**config.mk**
```make
export PLATFORM = sky130hd
export DESIGN_NAME = nx_ram_fifo_ctrl
export DESIGN_NICKNAME = d
export VERILOG_FILES = /design/src/rtl/nx_ram_fifo_pkg.sv /design/src/rtl/nx_ram_fifo_stage.sv /design/src/rtl/nx_ram_fifo_ctrl.sv
export SDC_FILE = /design/constraint.sdc
export NUM_CORES = 1
export LEC_CHECK = 0
export ABC_CLOCK_PERIOD_IN_PS = 11100
export BUFFER_PORTS_ARGS = -buffer_cell sky130_fd_sc_hd__buf_2
export CAP_MARGIN = 20
export CORE_AREA = 5 5 136 138
export CTS_BUF_LIST = sky130_fd_sc_hd__clkbuf_4 sky130_fd_sc_hd__clkbuf_8
export DETAILED_ROUTE_END_ITERATION = 8
export DIE_AREA = 0 0 141 143
export PLACE_DENSITY = 0.79
export SETUP_SLACK_MARGIN = 0.2
export SLEW_MARGIN = 20
export SYNTH_ARGS = -nofsm -noshare
export SYNTH_HDL_FRONTEND = slang
export SYNTH_SLANG_ARGS = --single-unit
export TNS_END_PERCENT = 100
```
**constraint.sdc**
```tcl
create_clock -name clk -period 11.1 [get_ports clk]
set_input_delay 1.11 -clock clk [delete_from_list [all_inputs] [get_ports clk]]
set_output_delay 1.11 -clock clk [all_outputs]
set_load 0.005 [all_outputs]
```
**src/rtl/nx_ram_fifo_pkg.sv**
```systemverilog
// Shared sizing helpers for the RAM-backed FIFO controller.
package nx_ram_fifo_pkg;

  // Width of the occupancy count: it must hold up to DEPTH + RAM_LAT + 1 words.
  function automatic int unsigned nx_ram_fifo_lvl_w(input int unsigned depth, input int unsigned lat);
    return $clog2(depth + lat + 2);
  endfunction

  // The staging buffer needs one entry per in-flight read plus one for the head word.
  function automatic int unsigned nx_ram_fifo_stg_n(input int unsigned lat);
    return lat + 1;
  endfunction

endpackage

```
**src/rtl/nx_ram_fifo_stage.sv**
```systemverilog
// Small flop FIFO that absorbs RAM read returns and presents the head word.
module nx_ram_fifo_stage #(
  parameter int unsigned WIDTH   = 64,
  parameter int unsigned ENTRIES = 2
) (
  input  logic                             clk,
  input  logic                             rst_n,
  input  logic                             clr,
  input  logic                             push,
  input  logic [WIDTH-1:0]                 din,
  input  logic                             pop,
  output logic [WIDTH-1:0]                 dout,
  output logic [$clog2(ENTRIES+1)-1:0]     cnt
);

  localparam int unsigned PW = $clog2(ENTRIES);
  localparam int unsigned CW = $clog2(ENTRIES + 1);

  logic [WIDTH-1:0] mem [ENTRIES];
  logic [PW-1:0]    wr_idx;
  logic [PW-1:0]    rd_idx;

  // ENTRIES need not be a power of two, so indices wrap explicitly.
  function automatic logic [PW-1:0] nxt(input logic [PW-1:0] p);
    return (p == PW'(ENTRIES - 1)) ? '0 : p + PW'(1);
  endfunction

  assign dout = mem[rd_idx];

  always_ff @(posedge clk) begin
    if (push) mem[wr_idx] <= din;
  end

  always_ff @(posedge clk or negedge rst_n) begin
    if (!rst_n) begin
      wr_idx <= '0;
      rd_idx <= '0;
      cnt    <= '0;
    end else if (clr) begin
      wr_idx <= '0;
      rd_idx <= '0;
      cnt    <= '0;
    end else begin
      if (push) wr_idx <= nxt(wr_idx);
      if (pop)  rd_idx <= nxt(rd_idx);
      cnt <= cnt + CW'(push) - CW'(pop);
    end
  end

endmodule

```
**src/rtl/nx_ram_fifo_ctrl.sv**
```systemverilog
// Valid/ready FIFO controller around an external 1R1W RAM with fixed read latency.
module nx_ram_fifo_ctrl
  import nx_ram_fifo_pkg::*;
#(
  parameter int unsigned WIDTH        = 64,
  parameter int unsigned DEPTH        = 256,
  parameter int unsigned RAM_LAT      = 1,
  parameter int unsigned AFULL_THRESH = DEPTH - 4
) (
  input  logic                                        clk,
  input  logic                                        rst_n,
  input  logic                                        clr,
  input  logic                                        wr_valid,
  output logic                                        wr_ready,
  input  logic [WIDTH-1:0]                            wr_data,
  output logic                                        rd_valid,
  input  logic                                        rd_ready,
  output logic [WIDTH-1:0]                            rd_data,
  output logic [nx_ram_fifo_lvl_w(DEPTH,RAM_LAT)-1:0] level,
  output logic                                        afull,
  output logic                                        ram_web,
  output logic [$clog2(DEPTH)-1:0]                    ram_wa,
  output logic [WIDTH-1:0]                            ram_din,
  output logic [WIDTH-1:0]                            ram_bwe,
  output logic                                        ram_reb,
  output logic [$clog2(DEPTH)-1:0]                    ram_ra,
  input  logic [WIDTH-1:0]                            ram_dout
);

  localparam int unsigned AW = $clog2(DEPTH);
  localparam int unsigned LW = nx_ram_fifo_lvl_w(DEPTH, RAM_LAT);
  localparam int unsigned S  = nx_ram_fifo_stg_n(RAM_LAT);
  localparam int unsigned CW = $clog2(S + 1);

  logic [AW-1:0]      wptr;
  logic [AW-1:0]      rptr;
  logic [LW-1:0]      ram_cnt;
  logic [LW-1:0]      inflight;
  logic [LW-1:0]      stg_cnt_w;
  logic [LW-1:0]      level_nxt;
  logic [CW-1:0]      stg_cnt;
  logic [RAM_LAT-1:0] inflight_sr;
  logic               push;
  logic               pop;
  logic               issue;
  logic               stg_push;

  assign wr_ready  = (ram_cnt != LW'(DEPTH)) && !clr;
  assign push      = wr_valid && wr_ready;
  assign rd_valid  = (stg_cnt != '0);
  assign pop       = rd_valid && rd_ready && !clr;
  assign stg_cnt_w = LW'(stg_cnt);

  // A pop this cycle frees a staging slot in time for a read issued now.
  assign issue = !clr && (ram_cnt != '0) && ((stg_cnt_w + inflight) < (LW'(S) + LW'(pop)));

  // Returns landing during or after a flush see a cleared valid bit and are dropped.
  assign stg_push = inflight_sr[RAM_LAT-1] && !clr;

  always_comb begin
    inflight = '0;
    for (int unsigned i = 0; i < RAM_LAT; i++) begin
      inflight = inflight + LW'(inflight_sr[i]);
    end
  end

  assign level     = ram_cnt + inflight + stg_cnt_w;
  assign level_nxt = clr ? '0 : (level + LW'(push) - LW'(pop));

  assign ram_web = !push;
  assign ram_wa  = wptr;
  assign ram_din = wr_data;
  assign ram_bwe = '1;
  assign ram_reb = !issue;
  assign ram_ra  = rptr;

  always_ff @(posedge clk or negedge rst_n) begin
    if (!rst_n) begin
      wptr        <= '0;
      rptr        <= '0;
      ram_cnt     <= '0;
      inflight_sr <= '0;
      afull       <= 1'b0;
    end else begin
      afull <= (level_nxt >= LW'(AFULL_THRESH));
      if (clr) begin
        wptr        <= '0;
        rptr        <= '0;
        ram_cnt     <= '0;
        inflight_sr <= '0;
      end else begin
        if (push)  wptr <= wptr + AW'(1);
        if (issue) rptr <= rptr + AW'(1);
        ram_cnt        <= ram_cnt + LW'(push) - LW'(issue);
        inflight_sr[0] <= issue;
        for (int unsigned i = 1; i < RAM_LAT; i++) begin
          inflight_sr[i] <= inflight_sr[i-1];
        end
      end
    end
  end

  nx_ram_fifo_stage #(
    .WIDTH   (WIDTH),
    .ENTRIES (S)
  ) u_stage (
    .clk   (clk),
    .rst_n (rst_n),
    .clr   (clr),
    .push  (stg_push),
    .din   (ram_dout),
    .pop   (pop),
    .dout  (rd_data),
    .cnt   (stg_cnt)
  );

endmodule

```
Yosys cells after proc, flatten, opt, wreduce, memory -nomap -nowiden
Memory sizes are Yosys's and may differ from the RTL's.
Index checks and enable logic that the tools add are counted.

storage, ports and cells
  bits in registers = 31
  bits in writable memories = 128
  bits of input ports = 133
  output and inout port bits = 222
  word-level logic and storage cells = 58
  memories kept = 1

memory list
  memory       depth  bits a word  read ports  clocked after Yosys merged registers in  wr ports  line                     source
  u_stage.mem  2      64           1           0                                        1         nx_ram_fifo_stage.sv:19  logic [WIDTH-1:0] mem [ENTRIES];

operators by class
  add/sub/neg operators = 14
  order comparisons = 2
  equality and inequality tests = 1
  muxes and demuxes = 16
  reductions and logical operators = 16

operators with widths
  cell                   number
  $mux W8                4
  $add A9 B1 Y9          3
  $mux W9                2
  $sub A9 B1 Y9          2
  $add A8 B1 Y8 const B  2
  $reduce_bool A2 Y1     5
  $add A9 B2 Y9          1
  $ge A9 B8 Y1 const B   1
  $mux W1                9
  $ne A9 B9 Y1 const B   1
  $reduce_bool A9 Y1     1
  $logic_and A1 B1 Y1    7
  $add A2 B1 Y3          1
  $add A2 B1 Y3 const A  1
  $logic_not A1 Y1       3
  $lt A3 B3 Y1           1
  $add A1 B1 Y1 const B  2
  $add A2 B1 Y2          1
  $mux W2                1
  $sub A2 B1 Y2          1

Longest topological paths before layout
Gate-level depths: netlist of the first run.

  word-level depth = 8
  gate-level depth with buffers = 18
  gate-level depth less buffers = 17

Hierarchy
Synthesis of the first run repeated with hierarchy kept, for this count alone.

unflattened totals
  cells, all modules = 576
  area total of the unflattened synthesis = 8162.8 sq um

by module, submodules not included
  module             instances  cells each  area each (sq um)  sequential area each (sq um)
  nx_ram_fifo_stage  1          216         5027.3             3943.8
  nx_ram_fifo_ctrl   1          360         3135.5             675.6

Worst setup path after synthesis of the first run
Ideal clock, no wire load.

  kind = input -> register
  from = in clr
  to = mem u_stage.mem[0][0] (enable)
  library setup time = 0.565 ns
  arrival time = 5.938 ns
  required time = 10.535 ns
  setup slack = 4.598 ns
  stages on the path = 3
  path buffers = 2
  cells stage by stage = clkbuf_1 clkbuf_1 nor3_1

on the way
  cells in the longest elaborated chain, start to end = 4

ends and longest elaborated chain
  what                           line                     source
  start, declared                nx_ram_fifo_ctrl.sv:12   input logic clr,
  $logic_not A1 Y1               nx_ram_fifo_ctrl.sv:58   assign stg_push = inflight_sr[RAM_LAT-1] && !clr;
  $logic_and A1 B1 Y1            nx_ram_fifo_ctrl.sv:58
  $mux W1                        nx_ram_fifo_stage.sv:31  if (push) mem[wr_idx] <= din;
  $mux W1 (implied by the code)  nx_ram_fifo_stage.sv:31
  end, declared                  nx_ram_fifo_stage.sv:19

Every way passes these cells.

Worst setup path after layout of the first run
  from = in clr
  to = reg ram_cnt[8]

on the way
  cells in the longest elaborated chain, start to end = 7
  elaborated cells between the ends (all ways) = 11
  classes of those cells = 3 x add/sub; 1 x order compare; 1 x mux; 6 x reduce/logical

ends and longest elaborated chain
  what                  line                                                                    source
  $logic_not A1 Y1      nx_ram_fifo_ctrl.sv:48, nx_ram_fifo_ctrl.sv:51, nx_ram_fifo_ctrl.sv:55
  $logic_and A1 B1 Y1   nx_ram_fifo_ctrl.sv:51                                                  assign pop = rd_valid && rd_ready && !clr;
  $add A2 B1 Y3         nx_ram_fifo_ctrl.sv:55                                                  assign issue = !clr && (ram_cnt != '0) && ((stg_cnt_w + inflight) < (LW'(S) + LW'(pop)));
  $lt A3 B3 Y1          nx_ram_fifo_ctrl.sv:55
  $logic_and A1 B1 Y1   nx_ram_fifo_ctrl.sv:55
  $sub A9 B1 Y9         nx_ram_fifo_ctrl.sv:94                                                  ram_cnt <= ram_cnt + LW'(push) - LW'(issue);
  $mux W9 *             nx_ram_fifo_ctrl.sv:86                                                  if (clr) begin
  end signal, assigned  nx_ram_fifo_ctrl.sv:94
  end, declared         nx_ram_fifo_ctrl.sv:37                                                  logic [LW-1:0] ram_cnt;

Mark *: on every way between the ends. The rest lies on a longest branch, timed or not.
A chain may end at the register's enable or synchronous reset.

==> key figures, run 1 <==
Run status
  • Status: complete, no violations

Detailed routing
  • DRC viols: 0
  • Initial DRC count: 210
  • Vias/cell: 4.792
  • Top sig layer: met4
  • 1st-pass router iterations: 5
  • M1 WL: 6124 µm
  • DR WL met3: 1479 µm
  • Routed len/inst: 16.29 µm
  • Vias: 4409
  • Antenna-violating nets left: 0
  • Drt total wl: 14980 µm
  • Metal2 WL: 7073 µm

Yosys
  • Largest family of logic cells by synthesized area: buffers and inverters
  • Simple-gate share of the synthesized area: 5.108%
  • Post-synth EDFFs: 128
  • FF+latch count, synth: 159
  • Ys async rst share: 19.50%
  • Syn avg cell area: 13.71 µm²
  • Area of the mapped netlist: 7913 µm²
  • Post-Synth Adder-Cell Area: 6.230%
  • Primary FF master, synth: edfxtp_1
  • Compound-cell area share of the yosys netlist: 3.131%
  • Xor and xnor area share after synthesis: 3.653%
  • Distinct cells, synth: 43
  • Sequential element share of the synthesized area: 58.38%
  • Mux cell area share after synthesis: 9.108%
  • Post-synthesis cell count: 577
  • Synth warn: 0

Setup path
  • Crit path required time: 11390 ps
  • Critical path fanouts, max: 36
  • Critical Path Source: clr
  • Critical Path Source Type: input port
  • Cell count of the worst reg-to-reg path: 16
  • Type of element capturing the critical path: flop
  • Flop2flop setup slack: 7370 ps
  • Worst EP arrival: 4050 ps
  • Critical path class: input port to flop
  • R2r startpoint: ram_cnt[2]

Clocking
  • Clock tree buffer depth: 2
  • CTS Root Cell: clkbuf_8
  • Post-CTS sizing: 0
  • Clock sink count: 159
  • Clk Latency, worst-skew pair: 450 ps
  • Num CTS Buffers: 17
  • Reg clk slew, reported paths: 100 ps
  • H-tree levels: 4
  • CTS Hold Buffers Added: 0
  • Setup Buffers After CTS: 0
  • CTS tree: yes

STA
  • TNS Setup: 0 ps
  • Relative slew slack: 43.17%
  • Setup Skew: 20.74 ps
  • Actual slew at the worst max-slew pin: 852.5 ps
  • Final Hold Vio Count: 0
  • Highest Clock Rate: 266.1 MHz
  • RSZ-0062 raised after global routing: false
  • Count of final setup violators: 0
  • Max Slew Vio Count: 0
  • Min Clock Period, post-route: 3758 ps
  • Tcrit/Tclk final: 33.86%
  • Final setup margin: 7342 ps
  • Hold slack: 548.6 ps

Final layout
  • Layout cells sized above 1: 38.42%
  • ANT cells: 0
  • # nets final: 852
  • Most frequent cells in the layout: buf_2 (162), edfxtp_1 (128), mux2_2 (64), conb_1 (64), ha_1 (33)
  • Most common cell after layout, fill and taps aside: buf_2
  • Final Non-Filler Cells: 920
  • Filler instances: 1450
  • Area delta synth->final: 9.330%

Placed design
  • Dpl hpwl: 10820 µm
  • IO Port Bufs: 162
  • Pre-CTS WS: 6904 ps
  • Placed cells: 888
  • GPL Wtd Cong: 0.7930

Global routing
  • GRT Resource Usage Total: 14.49%
  • Vias in the first global route: 4419
  • First-pass GRT wire length: 23090 µm
  • Initial antenna violation count: 0
  • GRT overflow: 0
  • Largest net degree at the start of global routing: 65

Pwr
  • Static leakage: 3.660 nW
  • Maximum VDD drop: 0.0002258 V
  • Power Density: 234.0 nW/µm²
  • Tot Pwr: 2.024 mW

Worst hold path
  • Hold Path Stages: 1
  • Hold/Removal Path Class: flop to flop
  • Hold path start: ram_ra[0]

Floorplanning
  • Core ar.: 17060 µm²
  • Die span in y: 143 µm
  • Die outline width: 141 µm
  • I/O pin count: 355
  • Initial Util: 46.39%
  • Standard-cell rows: 48
  • Full die area: 20160 µm²

Flow run
  • Max-Cap Viols: 0
layout make-up:
| class | instances | area, µm² | area share (%) |
|---|---|---|---|
| well taps | 225 | 281.5 | 3.254 |
| multi-input cells | 309 | 2401 | 27.76 |
| inverters | 30 | 112.6 | 1.302 |
| clock inverters | 15 | 167.7 | 1.938 |
| flip-flops and latches | 159 | 4621 | 53.41 |
| repair buffers | 165 | 833.3 | 9.633 |
| clock buffers | 17 | 234.0 | 2.705 |
layer usage:
metal | track usage [%] | vias up
met5 | 0 | -
met4 | 4.946 | 0
met3 | 5.727 | 39
met2 | 23.21 | 210
met1 | 18.07 | 2116
li1 | - | 2044
metrics by stage:
step                util [%]  cell area (µm²)
CTS                    50.72             8651
floorplan                  -             8149
finish                 50.72             8651
global placement       48.36             8249
detailed placement     48.36             8249
global route           50.72             8651
cells in the mapped netlist, drive strengths merged (3+ instances only):
cell | instances | area share (%)
xor2 | 18 | 2.0
nor2 | 20 | 0.95
buf | 130 | 12
nand3 | 3 | 0.19
nand2b | 4 | 0.32
nor3 | 4 | 0.25
nand2 | 14 | 0.66
a21oi | 15 | 0.95
or3 | 5 | 0.40
ha | 33 | 5.2
fa | 4 | 1.0
xnor2 | 15 | 1.7
inv | 30 | 1.4
dfrtp | 31 | 9.8
a21o | 4 | 0.38
o21ai | 10 | 0.63
and3 | 3 | 0.24
nand4 | 7 | 0.74
edfxtp | 128 | 49
clkbuf | 12 | 0.57
mux2 | 64 | 9.1
cells by family after synthesis:
logic type / Yosys count
AOI/OAI and AO/OA: 39
xor gates and xnor gates: 33
adders and majority gates: 37
buffers and inverters: 172
DFF: 159
muxes: 64
other: 1
and+or+nand+nor: 72
registers in the layout, indices dropped and copies added (netlist names):
name            flops
u_stage.rd_idx      1
inflight_sr         1
u_stage.cnt         2
u_stage.wr_idx      1
ram_wa              8
ram_cnt             9
u_stage.mem       128
afull               1
ram_ra              8
power breakdown:
part	internal (mW)	switching [mW]	leakage, nW
logic	0.377	0.416	1.88
registers	0.753	0.0529	1.58
clock network	0.190	0.236	0.200
total	1.32	0.704	3.66
worst max-delay path, stage by stage:
cell and delay, ps:
buf_2 310, a31oi_4 240, and2_1 310, inv_1 140, ha_1 290, inv_1 60
ha_1 160, inv_1 60, fa_1 380, nand2b_1 160, a21oi_1 160, o21ai_0 140
a211oi_1 300, or3_1 150, a21oi_1 60
worst paths after layout:
check / end
max reg2reg: ram_cnt[8]
min reg2reg: ram_ra[0]
min: ram_ra[0]
min in group asynchronous: ram_wa[3]
max in group asynchronous: u_stage.rd_idx
max: ram_cnt[8]
No activity file was read; power rests on OpenSTA's default activity.
==> run 2: changes to the inputs <==
- ABC_CLOCK_PERIOD_IN_PS: 11100 -> 3000
- CORE_AREA: 5 5 136 138 -> not set
- CORE_MARGIN: not set -> 5
- CORE_UTILIZATION: not set -> 44
- DIE_AREA: 0 0 141 143 -> not set
- PLACE_DENSITY: 0.79 -> 0.78
- clock period: 11.1 -> 3 ns (I/O delays scaled with it)
==> key figures, run 2 (synthesis gave the netlist of run 1 again) <==
Run status
  • Status: finished, violations left
  • Failing checks: setup timing

Placed design
  • IO Port Bufs: 162 (unchanged)
  • Placed cells: 921 (+3.7%)
  • GPL Wtd Cong: 0.7479 (-5.7%)
  • Dpl hpwl: 11860 µm (+9.6%)

Clocking
  • Clock sink count: 159 (unchanged)
  • Clk Latency, worst-skew pair: 440 ps (about the same)
  • Clock tree buffer depth: 2 (unchanged)
  • CTS tree: yes
  • H-tree levels: 4 (unchanged)
  • Num CTS Buffers: 17 (unchanged)
  • Reg clk slew, reported paths: 100 ps (about the same)
  • CTS Root Cell: clkbuf_8

Pwr
  • Power Density: 871.7 nW/µm² (+270%)
  • Logic pwr share: 45.4% (+6.2 points)
  • P_sw: 2.902 mW (+310%)
  • Tot Pwr: 8.245 mW (+310%)
  • Switching Fraction: 35.20% (+0.41 points)
  • Maximum VDD drop: 0.0006736 V (+200%)
  • Internal power: 5.342 mW (+300%)
  • Static leakage: 4.009 nW (+9.5%)
  • Sequential power share: 36.1% (-3.7 points)
  • Clk pwr share: 18.5% (-2.5 points)

STA
  • Tcrit/Tclk final: 105.2%
  • Relative slew slack: 50.63% (+7.5 points)
  • Final setup margin: -157.5 ps (-7499 ps)
  • Max Slew Vio Count: 0 (unchanged)
  • Actual slew at the worst max-slew pin: 740.5 ps (-112.0 ps)
  • RSZ-0062 raised after global routing: true
  • Final Hold Vio Count: 0 (unchanged)
  • Highest Clock Rate: 316.7 MHz
  • Count of final setup violators: 3 (+3)
  • Min Clock Period, post-route: 3157 ps
  • Hold slack: 42.25 ps (-506.4 ps)
  • Setup Skew: 20.49 ps (-0.2486 ps)

Floorplanning
  • Initial Util: 44.35% (-2.0 points)
  • I/O pin count: 355 (unchanged)
  • Standard-cell rows: 49 (+2.1%)
  • Full die area: 20760 µm² (+3.0%)
  • Core ar.: 17840 µm² (+4.6%)
  • Die outline width: 144.1 µm (+2.2%)
  • Die span in y: 144.1 µm (+0.77%)

Final layout
  • Multi-input combinational cell area: 2587 µm² (+7.8%)
  • # nets final: 919 (+7.9%)
  • Register area: 4621 µm² (unchanged)
  • Most flops, register: u_stage.mem
  • Max reg flops: 128 (unchanged)
  • Final Non-Filler Cells: 992 (+7.8%)
  • Most common cell after layout, fill and taps aside: buf_2
  • Area delta synth->final: 19.53%
  • Biggest regs: u_stage.mem: 128 flops, ram_cnt: 9 flops
  • Layout cells sized above 1: 45.28% (+6.9 points)
  • Filler instances: 1503 (+3.7%)
  • Most frequent cells in the layout: buf_2 (162), edfxtp_1 (128), mux2_2 (64), conb_1 (64), buf_4 (42)

Setup path
  • Type of element capturing the critical path: flop
  • Critical path fanouts, max: 3 (-92%)
  • CP Buf/Inv Count: 6 (+2)
  • Slowest CP cell: dfrtp_1
  • Critical path, cell by cell: inv_2 > ha_4 > nor4bb_4 > buf_4 > a31oi_4 > and2_4 > inv_6 > ha_4 > inv_4 > ha_4 > inv_2 > fa_2 > nand2b_4 > a21oi_4 > o21ai_4 > buf_6 > a21oi_4 > o21a_1 > nor3_1
  • Critical path class: flop to flop
  • Most frequent CP cell: ha_4
  • Crit-path leading delay family: adder cells
  • Critical Path Source Type: flop
  • Worst EP arrival: 3480 ps (-570 ps)
  • Crit path required time: 3320 ps (-8070 ps)
  • CP peak stage delay: 400 ps (+20 ps)

Flow run
  • Max-Cap Viols: 0 (unchanged)

Detailed routing
  • Drt total wl: 16690 µm (+11%)
  • Vias: 4583 (+3.9%)
  • DRC viols: 0 (unchanged)
  • 1st-pass router iterations: 5 (unchanged)
  • Initial DRC count: 205 (-2.4%)
  • Routed len/inst: 16.83 µm (+3.3%)
  • Vias/cell: 4.620 (-3.6%)
  • Antenna-violating nets left: 0 (unchanged)

Global routing
  • Initial antenna violation count: 1 (+1)
  • Largest net degree at the start of global routing: 65 (unchanged)
  • Vias in the first global route: 4663 (+5.5%)
  • GRT Resource Usage Total: 15.17% (+0.68 points)
  • First-pass GRT wire length: 24150 µm (+4.6%)
  • GRT overflow: 0 (unchanged)

Worst hold path
  • Hold/Removal Path Class: input port to flop
run 2: cell count changes in the layout (fill, tap and decap cells not counted), moves of 3 or more:
cell	previous run	this run
ha_1	33	26
fa_2	0	4
fa_1	4	0
ha_4	0	7
buf_4	3	42
inv_2	1	7
a21oi_1	15	10
buf_12	0	4
a21oi_2	0	3
dlygate4sd3_1	0	23
inv_1	29	20
run 2: worst reg2reg max path, stage by stage, from the launching register on:
cell and delay (ps):
dfrtp_1 400, inv_2 80, ha_4 130, nor4bb_4 290, buf_4 170, a31oi_4 80, and2_4 180, inv_6 70
ha_4 200, inv_4 50, ha_4 130, inv_2 40, fa_2 360, nand2b_4 160, a21oi_4 160, o21ai_4 90
buf_6 130, a21oi_4 130, o21a_1 130, nor3_1 40
run 2: area by class of cell:
class | count | share of cell area (%)
well taps | 229 | 3.030
diodes | 1 | 0.02646
flip-flops and latches | 159 | 48.86
repair buffers | 232 | 15.31
clock buffers | 18 | 2.553
clock inverters | 14 | 1.574
multi-input cells | 309 | 27.36
inverters | 30 | 1.296
run 2: repair_timing:
action,CTS,global route
pin swaps,14,23
buffers inserted,4,11
hold buffers,16,7
hold endpoints to repair,57,12
gates resized for setup,10,17
endpoints found under the setup margin,7,8
run 2: metal layers:
metal	global-route usage, %	wire length [µm]
met3	6.878	1706
met4	3.816	149
met1	17.64	6490
met5	0	0
met2	25.67	8344
run 2: metrics by stage:
stage	worst slack [ps]	util (%)	setup TNS [ps]	instance area, µm²
floorplan	-127.1	-	-295.0	8239
global placement	-114.8	48.14	-155.8	8588
detailed placement	-235.9	48.14	-448.3	8588
CTS	-104.0	51.59	-154.9	9204
global route	-322.6	53.01	-923.4	9458
finish	-157.5	53.01	-420.9	9458
run 2: path summary, 6_finish.rpt:
kind | from | end | slack [ps] | cells past startpoint
hold reg to reg | ram_ra[7] | ram_ra[7] | 550 | 2
hold / removal | ram_dout[37] | u_stage.mem[1][37] | 40 | 1
max in group asynchronous | rst_n | u_stage.rd_idx | 2020 | 2
min in group asynchronous | rst_n | ram_cnt[2] | 460 | 2
setup / recovery | ram_cnt[4] | ram_cnt[6] | -160 | 19
setup reg to reg | ram_cnt[4] | ram_cnt[6] | -160 | 19
run 2: power groups by stage:
stage	Combinational [mW]	Sequential [mW]	Clock [mW]
after floorplan	2.30	2.97	0
after global placement	3.28	3.01	0
after detailed placement	3.36	3.03	0
after CTS	3.49	2.98	1.59
after global routing	4.12	3.02	1.68
final	3.74	2.98	1.52
==> run 3: changes to the inputs <==
- BUFFER_PORTS_ARGS: -buffer_cell sky130_fd_sc_hd__buf_2 -> -buffer_cell sky130_fd_sc_hd__buf_4
- CORE_MARGIN: 5 -> 2
==> key figures, run 3 (synthesis gave the netlist of run 1 again) <==
STA
  • RSZ-0062 raised after global routing: true
  • TNS Setup: -109.1 ps (+311.8 ps)
  • Relative slew slack: 50.01% (-0.63 points)
  • Setup Skew: 16.39 ps (-4.104 ps)
  • Actual slew at the worst max-slew pin: 749.9 ps (+9.389 ps)
  • Count of final setup violators: 2 (-1)
  • Min Clock Period, post-route: 3061 ps (-96.92 ps)
  • Tcrit/Tclk final: 102.0% (-3.2 points)
  • Final setup margin: -60.57 ps (+96.92 ps)
  • Highest Clock Rate: 326.7 MHz (+3.2%)
  • Final Hold Vio Count: 0 (unchanged)
  • Max Slew Vio Count: 0 (unchanged)

Global routing
  • Vias in the first global route: 4734 (+1.5%)
  • GRT overflow: 0 (unchanged)
  • Initial antenna violation count: 0 (-1)
  • GRT Resource Usage Total: 16.68% (+1.5 points)
  • Largest net degree at the start of global routing: 54 (-17%)
  • First-pass GRT wire length: 25020 µm (+3.6%)

Floorplanning
  • Standard-cell rows: 49 (unchanged)
  • Core ar.: 17780 µm² (-0.34%)
  • I/O pin count: 355 (unchanged)
  • Die outline width: 138.1 µm (-4.2%)
  • Initial Util: 44.50% (+0.15 points)
  • Full die area: 19070 µm² (-8.2%)
  • Die span in y: 138.1 µm (-4.2%)

Final layout
  • # nets final: 931 (+1.3%)
  • Layout cells sized above 1: 43.28% (-2.0 points)
  • Area delta synth->final: 26.00%
  • Final Cell Area: 9970 µm² (+5.4%)
  • Max reg flops: 128 (unchanged)
  • Final core utilization: 56.07% (+3.1 points)
  • Most common cell after layout, fill and taps aside: buf_4
  • Most frequent cells in the layout: buf_4 (203), edfxtp_1 (128), mux2_2 (64), conb_1 (64), dlygate4sd3_1 (39)
  • Most flops, register: u_stage.mem
  • Biggest regs: u_stage.mem: 128 flops, ram_cnt: 9 flops
  • ANT cells: 0 (-1)

Setup path
  • Critical path, cell by cell: inv_2 > ha_4 > nor4bb_4 > buf_4 > a31oi_4 > and2_4 > inv_6 > ha_4 > inv_2 > ha_4 > inv_2 > fa_2 > nand2b_4 > a21oi_4 > o21ai_4 > a211oi_2 > or3_1 > a21oi_2
  • Worst EP arrival: 3390 ps (-90 ps)
  • Crit path required time: 3330 ps (about the same)
  • CP Buf/Inv Count: 5 (-1)
  • Critical Path Source: ram_cnt[5]
  • Cell count of the worst reg-to-reg path: 18 (-1)
  • RR Endpoint: ram_cnt[8]
  • Critical path fanouts, max: 3 (unchanged)
  • R2r startpoint: ram_cnt[5]
  • Flop2flop setup slack: -60 ps (+100 ps)
  • CP peak stage delay: 400 ps (about the same)
  • Type of element capturing the critical path: flop
  • Critical path class: flop to flop
  • Slowest CP cell: dfrtp_1
  • Critical Path Source Type: flop
  • Crit-path leading delay family: adder cells

Worst hold path
  • Worst hold endpoint: u_stage.mem[0][42]
  • Hold path start: ram_dout[42]
  • Hold/Removal Path Class: input port to flop
  • Hold Path Stages: 1 (unchanged)

Clocking
  • Clock tree buffer depth: 2 (unchanged)
  • Clk Latency, worst-skew pair: 440 ps (about the same)
  • CTS Root Cell: clkbuf_8
  • Num CTS Buffers: 17 (unchanged)
  • H-tree levels: 4 (unchanged)
  • Clock sink count: 159 (unchanged)
  • CTS tree: yes
  • Reg clk slew, reported paths: 90 ps (about the same)

Pwr
  • Power Density: 865.1 nW/µm² (-0.76%)
  • Static leakage: 4.184 nW (+4.4%)
  • Maximum VDD drop: 0.0007567 V (+12%)

Detailed routing
  • Initial DRC count: 192 (-6.3%)
  • Vias: 4721 (+3.0%)
  • 1st-pass router iterations: 4 (-1)
  • Routed len/inst: 16.38 µm (-2.6%)
  • Drt total wl: 16430 µm (-1.5%)
  • Vias/cell: 4.707 (+1.9%)
  • DRC viols: 0 (unchanged)
  • Antenna-violating nets left: 0 (unchanged)

Placed design
  • GPL Wtd Cong: 0.8044 (+7.6%)
  • Dpl hpwl: 11430 µm (-3.7%)
  • IO Port Bufs: 162 (unchanged)
  • Post-Place Cell Area: 8974 µm² (+4.5%)

Run status
  • Failing checks: setup timing
  • Status: finished, violations left

Flow run
  • Max-Cap Viols: 0 (unchanged)
run 3: area by class of cell:
cell class,count,area (µm²)
clock inverters,14,195.2
fillers,1457,7810
repair buffers,244,1954
flip-flops and latches,159,4621
clock buffers,18,241.5
well taps,229,286.5
multi-input cells,309,2554
inverters,30,117.6
run 3: where the power goes:
part / internal (mW) / switching, mW / total (mW)
Clock: 0.864 / 0.864 / 1.73
Sequential: 2.78 / 0.182 / 2.96
Combinational: 2.10 / 1.83 / 3.93
run 3: worst max-delay path by stage:
stage | to | slack [ps] | cells past startpoint
5_1_grt | ram_cnt[8] | -210 | 18
4_1_cts | ram_cnt[8] | -80 | 18
3_5_place_dp | ram_cnt[8] | -200 | 16
3_3_place_gp | ram_cnt[8] | -120 | 16
2_1_floorplan | ram_cnt[8] | -130 | 17
6_report | ram_cnt[8] | -60 | 18
run 3: timing repair:
action / in CTS / in global routing
setup buffers: 6 / 6
endpoints found under the hold margin: 48 / 50
hold buffers: 11 / 28
pin swaps: 13 / 9
gates resized for setup: 9 / 8
endpoints found under the setup margin: 7 / 9
run 3: through the flow:
stage                     std cells  power [mW]  setup slack (ps)  hold slack [ps]
after floorplan                 640       5.279            -127.1            4.409
after global placement          920       6.537            -115.3            265.3
after detailed placement        920       6.642            -199.6            267.6
after CTS                       969       8.530            -78.73           0.1536
after global routing           1003       9.200            -210.2           0.1905
final                          1003       8.625            -60.57            42.61
run 3: metal layers:
metal	part of all wire, %	vias to the layer above	routed length, µm	GRT usage [%]
met2	49	176	8048	27.15
met1	42	2337	6958	20.79
met5	0	-	0	0
met3	7.6	17	1255	6.893
met4	1.0	0	170	4.243
li1	-	2191	-	-
